File: src/rtl/hazard_sequencer.sv
// hazard_sequencer
//   Pipeline controller for the 5-stage core. Each cycle it decides which
//   pipeline latches advance (enable) or are squashed (flush), and whether
//   the PC is written. Hazards are resolved in a fixed priority:
//   halted > draining > halt in MEM > memory wait > taken branch >
//   load-use > jump > fetch miss. A halt in MEM starts a short drain so
//   the halt's own writeback retires before the core locks up.
//
// Parameters
//   DRAIN_CYCLES  cycles spent in DRAIN before HALTED (>= 1)
//   CNT_W         width of the stall counter
//
// Ports
//   CLK, nRST           clock (rising edge), async active-low reset
//   ihit, dhit          fetch / data access complete this cycle
//   dREN_mem, dWEN_mem  load / store in MEM
//   dREN_ex, wsel_ex    load in EX and its destination register
//   Rs_id, Rt_id        source registers of the ID instruction
//   branch_ex           taken branch resolved in EX
//   jump_id             jump decoded in ID
//   halt_mem            halt instruction in MEM
//   pc_en               PC write enable
//   <latch>_en/_flush   per-latch enable and flush (IF_ID, ID_EX, EX_MEM, MEM_WB)
//   halted              core halted, held until reset
//   stall_cnt           saturating count of RUN/MEMWAIT cycles with pc_en=0
module hazard_sequencer #(
    parameter int DRAIN_CYCLES = 2,
    parameter int CNT_W        = 16
) (
    input  logic             CLK,
    input  logic             nRST,
    input  logic             ihit,
    input  logic             dhit,
    input  logic             dREN_mem,
    input  logic             dWEN_mem,
    input  logic             dREN_ex,
    input  logic [4:0]       wsel_ex,
    input  logic [4:0]       Rs_id,
    input  logic [4:0]       Rt_id,
    input  logic             branch_ex,
    input  logic             jump_id,
    input  logic             halt_mem,
    output logic             pc_en,
    output logic             ifid_en,
    output logic             ifid_flush,
    output logic             idex_en,
    output logic             idex_flush,
    output logic             exmem_en,
    output logic             exmem_flush,
    output logic             memwb_en,
    output logic             memwb_flush,
    output logic             halted,
    output logic [CNT_W-1:0] stall_cnt
);

    typedef enum logic [1:0] {
        RUN     = 2'd0,
        MEMWAIT = 2'd1,
        DRAIN   = 2'd2,
        HALTED  = 2'd3
    } state_t;

    localparam int DW = (DRAIN_CYCLES > 1) ? $clog2(DRAIN_CYCLES) : 1;
    localparam logic [DW-1:0] DRAIN_LAST = DW'(DRAIN_CYCLES - 1);

    state_t           state_q, state_d;
    logic [DW-1:0]    drain_ctr_q, drain_ctr_d;
    logic [CNT_W-1:0] stall_cnt_q, stall_cnt_d;

    // Ungated control values; the reset gating is applied at the ports.
    logic pc_c, halted_c;
    logic ifid_en_c, idex_en_c, exmem_en_c, memwb_en_c;
    logic ifid_fl_c, idex_fl_c, exmem_fl_c, memwb_fl_c;

    logic mem_wait, load_use, stall_inc;

    assign mem_wait = (dREN_mem | dWEN_mem) & ~dhit;
    // r0 is hardwired zero, so a load targeting it never creates a hazard.
    assign load_use = dREN_ex & (wsel_ex != 5'd0) &
                      ((wsel_ex == Rs_id) | (wsel_ex == Rt_id));

    always_comb begin
        state_d     = state_q;
        drain_ctr_d = drain_ctr_q;
        pc_c        = ihit;
        halted_c    = 1'b0;
        ifid_en_c   = 1'b1;
        idex_en_c   = 1'b1;
        exmem_en_c  = 1'b1;
        memwb_en_c  = 1'b1;
        ifid_fl_c   = 1'b0;
        idex_fl_c   = 1'b0;
        exmem_fl_c  = 1'b0;
        memwb_fl_c  = 1'b0;

        case (state_q)
            HALTED: begin
                pc_c       = 1'b0;
                halted_c   = 1'b1;
                ifid_en_c  = 1'b0;
                idex_en_c  = 1'b0;
                exmem_en_c = 1'b0;
                memwb_en_c = 1'b0;
            end
            DRAIN: begin
                // Younger stages are squashed; only MEM_WB keeps retiring.
                pc_c        = 1'b0;
                ifid_fl_c   = 1'b1;
                idex_fl_c   = 1'b1;
                exmem_fl_c  = 1'b1;
                drain_ctr_d = drain_ctr_q + 1'b1;
                if (drain_ctr_q == DRAIN_LAST)
                    state_d = HALTED;
            end
            default: begin  // RUN, MEMWAIT
                if (halt_mem) begin
                    // EX_MEM still advances so the halt itself reaches MEM_WB.
                    pc_c        = 1'b0;
                    ifid_fl_c   = 1'b1;
                    idex_fl_c   = 1'b1;
                    state_d     = DRAIN;
                    drain_ctr_d = '0;
                end else if (mem_wait) begin
                    // Freeze everything; a branch in EX is held until dhit.
                    pc_c       = 1'b0;
                    ifid_en_c  = 1'b0;
                    idex_en_c  = 1'b0;
                    exmem_en_c = 1'b0;
                    memwb_en_c = 1'b0;
                    state_d    = MEMWAIT;
                end else begin
                    state_d = RUN;
                    if (branch_ex) begin
                        // Redirect regardless of fetch status; squash IF and ID.
                        pc_c      = 1'b1;
                        ifid_fl_c = 1'b1;
                        idex_fl_c = 1'b1;
                    end else if (load_use) begin
                        pc_c      = 1'b0;
                        ifid_en_c = 1'b0;
                        idex_fl_c = 1'b1;
                    end else if (jump_id) begin
                        ifid_fl_c = 1'b1;
                    end else if (!ihit) begin
                        pc_c      = 1'b0;
                        ifid_fl_c = 1'b1;
                    end
                end
            end
        endcase

        stall_inc   = ((state_q == RUN) || (state_q == MEMWAIT)) && !pc_c;
        stall_cnt_d = stall_cnt_q;
        if (stall_inc && (stall_cnt_q != {CNT_W{1'b1}}))
            stall_cnt_d = stall_cnt_q + 1'b1;
    end

    always_ff @(posedge CLK or negedge nRST) begin
        if (!nRST) begin
            state_q     <= RUN;
            drain_ctr_q <= '0;
            stall_cnt_q <= '0;
        end else begin
            state_q     <= state_d;
            drain_ctr_q <= drain_ctr_d;
            stall_cnt_q <= stall_cnt_d;
        end
    end

    // Everything is forced low while reset is held, independent of the clock.
    assign pc_en       = nRST & pc_c;
    assign ifid_en     = nRST & ifid_en_c;
    assign ifid_flush  = nRST & ifid_fl_c;
    assign idex_en     = nRST & idex_en_c;
    assign idex_flush  = nRST & idex_fl_c;
    assign exmem_en    = nRST & exmem_en_c;
    assign exmem_flush = nRST & exmem_fl_c;
    assign memwb_en    = nRST & memwb_en_c;
    assign memwb_flush = nRST & memwb_fl_c;
    assign halted      = nRST & halted_c;
    assign stall_cnt   = stall_cnt_q;

endmodule

File: config.mk
export PLATFORM = sky130hd
export DESIGN_NAME = hazard_sequencer
export DESIGN_NICKNAME = d
export VERILOG_FILES = /design/src/rtl/hazard_sequencer.sv
export SDC_FILE = /design/constraint.sdc
export NUM_CORES = 1
export LEC_CHECK = 0
export CORE_MARGIN = 10
export CORE_UTILIZATION = 42
export CTS_CLUSTER_SIZE = 28
export DETAILED_ROUTE_END_ITERATION = 16
export GPL_ROUTABILITY_DRIVEN = 0
export PLACE_DENSITY_LB_ADDON = 0.2
export SKIP_LAST_GASP = 1
export SLEW_MARGIN = 0
export SYNTH_ARGS = -nofsm -noshare
export SYNTH_HDL_FRONTEND = slang
export SYNTH_SLANG_ARGS = --single-unit
File: constraint.sdc
create_clock -name CLK -period 2.7 [get_ports CLK]
set_clock_uncertainty 0.2 [all_clocks]
set_input_delay 0.54 -clock CLK [delete_from_list [all_inputs] [get_ports CLK]]
set_output_delay 0.54 -clock CLK [all_outputs]
set_load 0.01 [all_outputs]
==> summary.md, run 1 <==
| Metric | Value |
|---|---|
| Largest net degree at the start of global routing | 20 |
| Outcome | complete, no violations |
| Area grow syn2layout | 60.0% |
| Yosys top cell area share | between 40% and 50% |
| Min cycle time layout | between 2000 and 3000 ps |
| Multi-input logic area | between 700 and 800 µm² |
| Most frequent cells in the layout | clkdlybuf4s50_1, xnor2_1, buf_4 |
| WP buf/inv | 2 |
| H-tree levels | 1 |
| Top delay family on crit path | simple AND/OR/NAND/NOR gates |
| Share of the yosys chip area belonging to registers | roughly two fifths |
| Clock transition at the registers of the reported paths | approximately 90 ps |
| Die X | approximately 73 µm |
| Most common cell after layout, fill and taps aside | clkdlybuf4s50_1 |
| Antenna Cells | 0 |
| CTS Sinks | 19 |
| DR DRC count | 0 |
| Register area | 475 µm² |
| Initial DRT Pass Iterations | 4 |
| First-pass GRT wire length | about 5500 µm |
| Avg Synthesized Cell Area | ~9.4 µm² |
| Drt wl/cell | 14.9 µm |
| MaxCap Viol Count | 0 |
| Setup-failing EPs final | 0 |
| CP Launch Type | input port |
| Vias per cell | a little over 5 |
| Setup crit end kind | output port |
| Most used cell, CP | buf_2 |
| Grt ovf | 0 |
| Core Area | around 0.0027 mm² |
| CP arrival | around 1900 ps |
| Power per cell area | 325 mW/mm² |
| DR iter-0 viols | 97 |
| PortBufs | 49 |
| Power after layout | between 600 and 700 µW |
| Fillers | roughly 230 |
| Clock Tree Buf Depth | 2 |
| Finished Cell Area | around 0.0019 mm² |
| Post-DP HPWL | 2730 µm |
| Synth Cell Area | between 0.001 and 0.0015 mm² |
| Slew Viols, Final | 0 |
| DRT Wirelength | approximately 3400 µm |
| TritonCTS clock tree | built |
| Worst hold-check path type | flop to flop |
| Gr usage total | approximately an eighth |
| CP cell instances | buf_2 > or4_4 > o21ai_4 > nand2b_4 > a211oi_2 > nor3_1 > buf_2 |
| Area after DPL | around 0.0018 mm² |
| Final Cycle Share | between 90 and 100% |
| Max Freq | 383 MHz |
| Vias post-DR | around 1200 |
| Top cell type by total area after synthesis | dfrtp_1 |
| Worst-path cell with the longest stage delay | or4_4 |
| Worst Path Max Fanout | 4 |
| CTS buffer count | 3 |
| IO Pins | approximately 50 |
| Syn Nets | 152 |
| Final nets | between 200 and 250 |
| Synth top area cells | dfrtp_1, xnor2_1, nand2_1 |
| Clk root buf | clkbuf_4 |
| Critical Path Max Stage Delay | around 540 ps |
| Final design utilization | a little over two thirds |
| Required time worst endpoint | about 2000 ps |
| Hold buffers post-CTS | 0 |
| Max rail drop VDD | 0.393 mV |
| Netlist cell types | 32 |
| Final ANT Viol Nets | 0 |
| Post-synthesis register bit count | 19 |
| Syn. warnings | 0 |
| Share of cells above drive strength 1 | around 23% |
| Hold Vio Cnt, Final | 0 |
| Initial Util | 43.3% |
| Site Rows | 19 |
| Worst-Skew Late Latency | 300 ps |
| Post-synthesis cell count | roughly 130 |
| Leakage | roughly 0.00090 µW |
| Initial antenna violation count | 0 |
| Die Ht | around 73 µm |
| Setup TNS | 0 ps |
| Die area | around 0.0053 mm² |
| Number of global-route vias before repair | between 1000 and 1500 |
| Crit Path Category | input port to output port |
-- through the flow --
step	hold slack, ps	setup slack, ps	cells
after global routing	385	-4.58	225
final	337	87.0	225
after global placement	307	-653	217
after detailed placement	325	-726	217
after CTS	339	-9.03	223
after floorplan	44.4	250	126
-- cell usage after synthesis, drive strengths merged --
master and count:
and2b 1, xor2 1, inv 1, a21o 2, o21bai 1, nand3 7, ha 1, xnor2 24
mux2 2, and3 5, dfrtp 19, or4 1, nor2 10, or3 1, nand2 14, buf 4
o21ba 1, a21oi 3, conb 1, clkbuf 2, nand4 11, nor3 1, a22o 1, nand2b 2
o21ai 5, o22ai 2, nor4 2, a211oi 1
-- sequential cells by signal, indices dropped and copies added (netlist names) --
signal	cells
drain_ctr_q	1
stall_cnt	16
state_q	2
-- worst paths after layout --
| path | cells after the start | endpoint | start | slack [ps] |
|---|---|---|---|---|
| max | 7 | ifid_flush | wsel_ex[2] | 90 |
| min | 1 | stall_cnt[8] | stall_cnt[8] | 340 |
| max reg2reg | 7 | stall_cnt[12] | stall_cnt[0] | 310 |
| min reg2reg | 1 | stall_cnt[8] | stall_cnt[8] | 340 |
| max in group asynchronous | 3 | stall_cnt[6] | nRST | 1580 |
| min in group asynchronous | 3 | stall_cnt[13] | nRST | 510 |
-- kinds of logic (layout without fill, tap and decap cells) --
| logic type | after synthesis | in the layout | synth area share (%) |
|---|---|---|---|
| compound gates | 16 | 16 | 8.87 |
| xor+xnor | 25 | 25 | 18.5 |
| fa+ha+maj | 1 | 1 | 1.06 |
| buf+inv | 7 | 75 | 3.80 |
| flops | 19 | 19 | 40.1 |
| mux | 2 | 2 | 1.90 |
| other cells | 1 | 1 | 0.316 |
| simple gates | 55 | 55 | 25.4 |
-- routing by layer --
| layer | global-route usage (%) | wire [µm] |
|---|---|---|
| met5 | 0 | 0 |
| met2 | 22.3 | 1800 |
| met4 | 2.11 | 12 |
| met1 | 14.0 | 1300 |
| met3 | 5.44 | 243 |
-- power breakdown --
group	switching, µW	internal, µW
combinational	58.6	93.5
clock	82.2	57.5
sequential	23.2	301
-- worst reg2reg max path: stages (launching register included) --
cell	delay, ps
dfrtp_1	460
ha_1	220
and3_1	180
and3_1	300
nand2_1	110
or3_1	310
o22ai_1	150
mux2_2	350
-- timing repair --
| item | CTS | global route |
|---|---|---|
| resized for setup | 39 | 16 |
| setup endpoints to repair | 7 | 4 |
| pin swaps | 7 | 16 |
| cloned | 0 | 0 |
| buffers inserted | 2 | 2 |
-- layout make-up --
cell class | instances | area share (%)
Clock buffer | 4 | 1.39
Sequential cell | 19 | 25.1
Multi-Input combinational cell | 100 | 37.8
Inverter | 1 | 0.198
Timing Repair Buffer | 70 | 33.5
Tap cell | 31 | 2.05
Note: power is estimated with default switching activity, not from simulation.
==> run 2, diff against run 1 <==
- HOLD_SLACK_MARGIN: default -> 0.1
- SKIP_LAST_GASP: 1 -> default
==> results of run 2 <==
No change in the layout: final DEF, timing and power equal those of run 1.
Among the figures that moved: number of gates resized after CTS 39 -> 40; wire length of the first global-routing pass 5460 µm -> 5490 µm; via count of the first global-routing pass 1119 -> 1124; overall routing resource usage 12.7% -> 12.8%; met1 usage 14.0% -> 14.1%
==> run 3, diff against run 2 <==
- HOLD_SLACK_MARGIN: 0.1 -> default
- SETUP_SLACK_MARGIN: default -> 0.05
- TNS_END_PERCENT: default -> 5
==> run 3 against run 2 <==
  * Non-clock buffer count is 2 lower
  * Clock power hardly changed
  * Maximum frequency is 0.85% higher
  * Final cell count is 0.89% lower
  * Hold slack hardly changed
  * Critical endpoint unchanged
  * Sequential power hardly changed
  * Global-route usage is 0.33 points higher
==> summary.md, run 3 (synthesized netlist as in run 1, its figures left out) <==
| Metric | Value |
|---|---|
| Met2 Resource Use GR | 22.8% |
| Critical Path Max Stage Delay | around 530 ps |
| Vias per cell | 5.23 |
| Die area | about 0.0053 mm² |
| Die X | ~73 µm |
| Antenna Cells | 0 |
| CTS Sinks | 19 |
| Unrepaired setup endpoints after global routing | yes |
| CP Launch Type | input port |
| WP buf/inv | 2 |
| Hold Vio Cnt, Final | 0 |
| Top delay family on crit path | simple AND/OR/NAND/NOR gates |
| Drt wl/cell | around 16 µm |
| Number of global-route vias before repair | 1147 |
| Leakage | roughly 0.00095 µW |
| Setup crit end kind | output port |
| Grt ovf | 0 |
| Min cycle time layout | around 2600 ps |
| Final ANT Viol Nets | 0 |
| Power per cell area | about 320 mW/mm² |
| Site Rows | 19 |
| Share of cells above drive strength 1 | 25.5% |
| Core Area | 0.00273 mm² |
| Worst Setup SP | wsel_ex[1] |
| Final nets | between 200 and 250 |
| Hold buffers post-CTS | 0 |
| Gr busiest metal | met2 |
| TritonCTS clock tree | built |
| H-tree levels | 1 |
| DR DRC count | 0 |
| Worst hold-check path type | flop to flop |
| Slew Viols, Final | 0 |
| Required time worst endpoint | 1960 ps |
| CP cell instances | buf_6 > or4_4 > o21ai_4 > nand2b_4 > a211oi_2 > nor3_1 > buf_2 |
| Max rail drop VDD | between 0.3 and 0.4 mV |
| DRT Wirelength | ~3600 µm |
| Outcome | complete, no violations |
| Min-delay src | stall_cnt[8] |
| First-pass GRT wire length | 5590 µm |
| Hold Slack | approximately 340 ps |
| CP arrival | approximately 1900 ps |
| Vias post-DR | about 1200 |
| Met1 usage | about 14% |
| Clk root buf | clkbuf_4 |
| Worst-Skew Late Latency | approximately 300 ps |
| Final Cycle Share | between 90% and 100% |
| Worst-path cell with the longest stage delay | or4_4 |
| Final design utilization | 70.3% |
| Reg-to-reg startpoint | stall_cnt[0] |
| CTS buffer count | 3 |
| Crit Path Category | input port to output port |
| PortBufs | between 40 and 50 |
| Max Freq | approximately 390 MHz |
| Post-DP HPWL | 2730 µm |
| Initial Util | between 40% and 50% |
| Slew HR | approximately 63% |
| Area after DPL | between 0.0015 and 0.002 mm² |
| Die Ht | 73.1 µm |
| Gr usage total | 13.1% |
| Max reg flops | 16 |
| Worst Path Max Fanout | 4 |
| Largest net degree at the start of global routing | 20 |
| Setup-failing EPs final | 0 |
| Most frequent cells in the layout | clkdlybuf4s50_1, xnor2_1, dfrtp_1 |
| Fillers | ~230 |
| Finished Cell Area | between 0.0015 and 0.002 mm² |
| Initial DRT Pass Iterations | 4 |
| Met3 Track Usage GR | 5.58% |
| Setup TNS | 0 ps |
| Initial antenna violation count | 0 |
| Clock transition at the registers of the reported paths | around 90 ps |
| Area grow syn2layout | 62.2% |
| Least-Margin Pin Slew | ~540 ps |
| DR iter-0 viols | 103 |
| Clock Tree Buf Depth | 2 |
| MaxCap Viol Count | 0 |
| IO Pins | a little over 50 |
| Most common cell after layout, fill and taps aside | clkdlybuf4s50_1 |
-- run 3: worst reg2reg max path, cell delays in order (launching register included) --
cell and delay [ps]:
dfrtp_1 460, ha_1 220, and3_1 180, and3_1 300
nand2_1 110, or3_1 310, o22ai_1 150, mux2_2 350
-- run 3: layout make-up --
type                    instances  area, µm²  area share (%)
clock buffers                   4       26.3            1.37
multi-input cells             100        743            38.7
repair buffers                 68        634            33.0
flip-flops and latches         19        475            24.7
inverters                       1       3.75           0.195
well taps                      31       38.8            2.02
-- run 3: metrics by stage --
step	worst slack, ps	power (µW)	instances
5_1_grt	33.7	659	223
2_1_floorplan	250	380	126
3_3_place_gp	-653	468	217
6_report	109	622	223
3_5_place_dp	-726	473	217
4_1_cts	-41.2	621	223
-- run 3: power breakdown --
group          internal, µW  total (µW)  switching, µW  leakage (µW)
clock                  57.6         140           82.1     0.0000150
combinational          96.5         159           62.1      0.000686
sequential              301         324           23.2      0.000249
-- run 3: final timing paths --
| check | endpoint | slack, ps | cells past startpoint |
|---|---|---|---|
| max | ifid_flush | 110 | 7 |
| min | stall_cnt[8] | 340 | 1 |
| max reg2reg | stall_cnt[12] | 320 | 7 |
| min reg2reg | stall_cnt[8] | 340 | 1 |
| max in group asynchronous | stall_cnt[6] | 1580 | 3 |
| min in group asynchronous | stall_cnt[13] | 510 | 3 |
-- run 3: metal layers --
layer	wire length (µm)	share of wire (%)	vias to the layer above
met5	0	0	-
met4	76	2.1	0
met3	240	6.7	10
met2	1940	54	30
met1	1310	37	559
li1	-	-	567
-- run 3: timing repair --
| action | 4_1_cts | 5_1_grt |
|---|---|---|
| gates cloned | 0 | 0 |
| setup buffers | 2 | 0 |
| gates resized for setup | 32 | 30 |
| pin swaps | 8 | 17 |
| setup endpoints to repair | 7 | 5 |
